## src/rtl/rv_fetch_stage.sv

```systemverilog
// ---------------------------------------------------------------------------
// rv_fetch_stage
//   Instruction fetch stage of the RV32IM core. Owns the PC, issues word
//   requests on the instruction memory port (in-order, no grant) and queues
//   {pc, instr} pairs in a small FIFO feeding decode. A redirect flushes the
//   FIFO and arms a drop counter so responses to requests issued before the
//   redirect are discarded as they return.
//
// Ports
//   clk_i            clock, all logic on rising edge
//   rst_i            synchronous active-high reset
//   boot_addr_i      PC loaded on reset
//   instr_req_o      fetch request (accepted in the cycle asserted)
//   instr_addr_o     fetch address, word aligned
//   instr_rvalid_i   response valid, in request order
//   instr_rdata_i    response instruction word
//   f_valid_o        FIFO head holds a valid instruction
//   f_instr_o        head instruction (0 when !f_valid_o)
//   f_current_pc_o   head PC (0 when !f_valid_o)
//   cu_stall_f_i     decode stall: head not consumed this cycle
//   cu_redirect_i    flush + redirect
//   cu_redirect_pc_i redirect target, bits[1:0] ignored
// ---------------------------------------------------------------------------
module rv_fetch_stage #(
  parameter int XLEN  = 32,
  parameter int DEPTH = 2
) (
  input  logic            clk_i,
  input  logic            rst_i,
  input  logic [XLEN-1:0] boot_addr_i,
  output logic            instr_req_o,
  output logic [XLEN-1:0] instr_addr_o,
  input  logic            instr_rvalid_i,
  input  logic [XLEN-1:0] instr_rdata_i,
  output logic            f_valid_o,
  output logic [XLEN-1:0] f_instr_o,
  output logic [XLEN-1:0] f_current_pc_o,
  input  logic            cu_stall_f_i,
  input  logic            cu_redirect_i,
  input  logic [XLEN-1:0] cu_redirect_pc_i
);

  localparam int PW = $clog2(DEPTH);
  localparam int CW = $clog2(DEPTH) + 1;
  localparam logic [CW:0]     DEPTH_C   = (CW+1)'(DEPTH);
  localparam logic [XLEN-1:0] WORD_MASK = ~(XLEN'(3));

  logic [XLEN-1:0] pc;

  // PCs of requests in flight, in issue order; entries are popped by every
  // response (dropped or not) so the queue stays aligned with the memory.
  logic [XLEN-1:0] pend_pc [DEPTH];
  logic [PW-1:0]   pend_wr;
  logic [PW-1:0]   pend_rd;

  logic [XLEN-1:0] fifo_pc    [DEPTH];
  logic [XLEN-1:0] fifo_instr [DEPTH];
  logic [PW-1:0]   fifo_wr;
  logic [PW-1:0]   fifo_rd;

  logic [CW-1:0]   count;
  logic [CW-1:0]   outstanding;
  logic [CW-1:0]   drop;

  logic            pop;
  logic            push;
  logic [CW:0]     occupancy;

  // Issue / consume decisions for the current cycle
  always_comb begin
    f_valid_o      = !rst_i && (count != '0);
    pop            = f_valid_o && !cu_stall_f_i && !cu_redirect_i;
    // Every slot is reserved at issue time, so a request is only made when
    // its response is guaranteed a FIFO entry.
    occupancy      = {1'b0, outstanding} + {1'b0, count} - (CW+1)'(pop);
    instr_req_o    = !rst_i && !cu_redirect_i && (occupancy < DEPTH_C);
    push           = instr_rvalid_i && !cu_redirect_i && (drop == '0);
    instr_addr_o   = pc;
    f_instr_o      = f_valid_o ? fifo_instr[fifo_rd] : '0;
    f_current_pc_o = f_valid_o ? fifo_pc[fifo_rd]    : '0;
  end

  // Control state update
  always_ff @(posedge clk_i) begin
    if (rst_i) begin
      pc          <= boot_addr_i & WORD_MASK;
      pend_wr     <= '0;
      pend_rd     <= '0;
      fifo_wr     <= '0;
      fifo_rd     <= '0;
      count       <= '0;
      outstanding <= '0;
      drop        <= '0;
    end else begin
      outstanding <= outstanding + CW'(instr_req_o) - CW'(instr_rvalid_i);
      if (instr_req_o) begin
        pc      <= pc + XLEN'(4);
        pend_wr <= pend_wr + 1'b1;
      end
      if (instr_rvalid_i) pend_rd <= pend_rd + 1'b1;

      if (cu_redirect_i) begin
        pc      <= cu_redirect_pc_i & WORD_MASK;
        count   <= '0;
        fifo_rd <= fifo_wr;
        // A response arriving in the redirect cycle is discarded here, so it
        // is not counted among the ones still to drop.
        drop    <= outstanding - CW'(instr_rvalid_i);
      end else begin
        if (instr_rvalid_i && (drop != '0)) drop <= drop - 1'b1;
        if (push) fifo_wr <= fifo_wr + 1'b1;
        if (pop)  fifo_rd <= fifo_rd + 1'b1;
        count <= count + CW'(push) - CW'(pop);
      end
    end
  end

  // Storage (no reset: validity is tracked by the control pointers)
  always_ff @(posedge clk_i) begin
    if (instr_req_o) pend_pc[pend_wr] <= pc;
    if (push) begin
      fifo_pc[fifo_wr]    <= pend_pc[pend_rd];
      fifo_instr[fifo_wr] <= instr_rdata_i;
    end
  end

  // A response with nothing in flight means the memory side is broken.
  always_ff @(posedge clk_i) begin
    if (!rst_i && instr_rvalid_i) assert (outstanding != '0);
  end

endmodule

```

## config.mk

```make
export PLATFORM = sky130hd
export DESIGN_NAME = rv_fetch_stage
export DESIGN_NICKNAME = d
export VERILOG_FILES = /design/src/rtl/rv_fetch_stage.sv
export SDC_FILE = /design/constraint.sdc
export NUM_CORES = 1
export LEC_CHECK = 0
export CORE_ASPECT_RATIO = 0.9
export CORE_MARGIN = 8
export CORE_UTILIZATION = 40
export DETAILED_ROUTE_END_ITERATION = 6
export PLACE_DENSITY_LB_ADDON = 0.15
export RECOVER_POWER = 50
export SKIP_CTS_REPAIR_TIMING = 1
export SYNTH_ARGS = -nofsm -noshare
export SYNTH_HDL_FRONTEND = slang
export SYNTH_SLANG_ARGS = --single-unit
```

## constraint.sdc

```tcl
create_clock -name clk_i -period 7.3 [get_ports clk_i]
set_input_delay 1.46 -clock clk_i [delete_from_list [all_inputs] [get_ports clk_i]]
set_output_delay 1.46 -clock clk_i [all_outputs]
set_load 0.05 [all_outputs]
```

==> flow_summary.toml <==
[floorplan]
rows = 53
die-area_sq_um = 28880
core_area_sq_um = 23340
start_util_pct = 40.60
chipHeight_um = 162.0
die_w_um = 178.2
pin_count = 199

[layout]
layoutNonFillerInstCount = 1163
fill_cells = 1943
nets = 949
final_layout_size_suffix_gt1_share_pct = 8.256
areaGrowthSynthToFinish_pct = 32.07

[critical_path]
worstSetupStartpoint = "cu_redirect_i"
cp.arrival_ns = 4.61
critPathCaptureType = "output port"
slowest_stage = "clkdlybuf4s50_1"
worst-path-max-fanout = 7
critPathBufInv = 3
worst_path_largest_cell_delay_ns = 0.81
worstSetupPathType = "in -> out"
cp.required_ns = 5.84
path_cells = "dlygate4sd3_1, nor4_1, o21ai_0, fa_1, xor2_1, nand3_1, inv_1, clkdlybuf4s50_1"
r2r_start = "drop[0]"
worst_setup_path_start_kind = "input pin"
crit_family = "buffers and inverters"

[detailed_routing]
ant_nets = 0
drt-wirelength-per-cell_um = 19.39
drt_first_pass_iters = 5
drc = 0
first_iter_violations = 434
wl_um = 22550
viasPerCell = 5.138
dr_total_vias = 5976

[synth]
synth_top_family_by_area = "multiplexers"
yosys.area_share.adder_pct = 0.8714
synth.area.mux_share_pct = 10.87
syn_area_per_cell_sq_um = 14.60
async_reset_ff_share_pct = 0
yosys_warnings = 0
synth-xor-area-share_pct = 2.957
synth-seq-cells = 226
synth_flop_cell = "edfxtp_1"
ys_seq_area_share_pct = 70.35
netlist_instances = 649
yosys.cell_types.count = 50
synth_area_sq_um = 9477
synth_simple_gate_area_share_pct = 8.595
synth_compound_area_share_pct = 4.238
synth_edf_count = 214

[timing]
rsz0062_at_grt = "false"
slew_violations = 81
fin_skew_ns = 0.007197
finalSetupTns_ns = 0
slew-limit-headroom_pct = -97.50
max_freq_mhz = 164.7
tightest_slew_ns = 2.962
setup_viol = 0
worst_slack_ns = 1.229
hold_viol = 0
finalCriticalPeriod_ns = 6.071
fin_crit_sh_pct = 83.17

[power]
p_leak_uw = 0.004130
ir_drop_v = 0.0001525
power_density_nw_per_um2 = 282.4

[global_routing]
grt_pass1_vias = 6095
grt_max_degree = 65
grt_antenna_before_repair = 0
grt_pass1_wl_um = 34800
track_usage_pct = 15.36
grt-ovfl-total = 0

[place]
portBuffers = 190
dp_cells = 1117
hpwlAfterDp_um = 15070
place_congestion = 0.7646
dp_worst_setup_slack_ns = 1.324

[cts]
htreeDepth = 1
clockBufferDepth = 3
cts_sinks = 226
clock_latency_ns = 0.51
cts_tree = "yes"
cts_root_buffer = "clkbuf_16"
clk_pin_slew_ns = 0.05
cts_buffers = 25

[outcome]
status = "complete, but fails checks"
violations = "max-capacitance violations, max-slew violations"

[hold_path]
hp-start = "pend_rd"
hp-class = "reg -> reg"

[job]
cap_violations = 2
layout by cell type (no fill, tap or decap), types with 15 or more instances in the layout:
cell	count
clkbuf_16	25
clkdlybuf4s50_1	155
dlygate4sd3_1	34
edfxtp_1	214
mux2_1	17
mux2i_1	68
nand2_1	31
nor2_1	84
o21ai_0	22
xnor2_1	17
xor2_1	15
cells by family (layout without fill, tap and decap cells):
kind of cell,after synthesis,count (layout)
buf+inv,46,254
simple gates,174,174
fa+ha+maj,6,6
mux,99,99
xor+xnor,32,32
flops,226,226
other cells,1,5
compound gates,65,65
routing by layer:
metal	vias to the layer above	share of wire, %	global-route usage, %
met5	-	0	0
met4	0	1.7	3.267
met3	29	7.7	3.644
met2	237	47	25.79
met1	2902	44	19.96
li1	2808	-	-
area by class of cell:
cell class	count	area (sq um)	share of cell area [%]
diodes	1	2.502	0.01999
clock buffers	26	629.4	5.028
inverters	12	45.04	0.3599
repair buffers	197	1938	15.49
flip-flops and latches	226	6670	53.29
clock inverters	19	200.2	1.600
multi-input cells	380	2653	21.19
well taps	302	377.9	3.019
flip-flops by register name, indices dropped and copies added (netlist names), named ones only:
name          flops
pend_pc          60
fifo_pc          60
fifo_instr       64
outstanding       2
fifo_rd           1
drop              2
pend_wr           1
instr_addr_o     30
fifo_wr           1
pend_rd           1
count             2
final timing paths:
path              cells after the start  slack [ns]                 to
hold / removal                        2        0.53          flip-flop
setup reg to reg                      5        3.61  fifo_instr[0][15]
setup / recovery                      8        1.23        instr_req_o
hold reg to reg                       2        0.53          flip-flop
worst min-delay path, delay by kind of cell (launching register included):
kind / cells / cell delay (ns)
xor+xnor: 1 / 0.09
flops: 1 / 0.33
simple gates: 1 / 0.08
synthesized netlist by cell type (12+ instances only):
master	instances	area, sq um
mux2i_1	68	680.7
o21ai_0	22	110.1
dfxtp_1	12	240.2
nor2_1	86	322.8
clkbuf_1	18	67.56
a21oi_1	12	60.06
mux2_2	31	349.1
xor2_1	15	131.4
xnor2_1	17	148.9
edfxtp_1	214	6426
nand2_1	31	116.4
a22oi_1	12	90.09
report_power, final:
group	internal (uW)	total [uW]	switching, uW
combinational	219	582	363
sequential	1590	1710	112
clock	766	1250	480
through the flow:
stage	hold WS [ns]	area, sq um	total power (uW)	utilization [%]
after floorplan	0.4799	9488	2078	-
after global placement	0.4992	11700	2312	50.12
after detailed placement	0.5191	11700	2328	50.12
after CTS	0.5417	12530	3576	53.68
after global routing	0.5650	12510	3671	53.61
final	0.5307	12520	3535	53.62
Power figures use the tool's default switching activity.
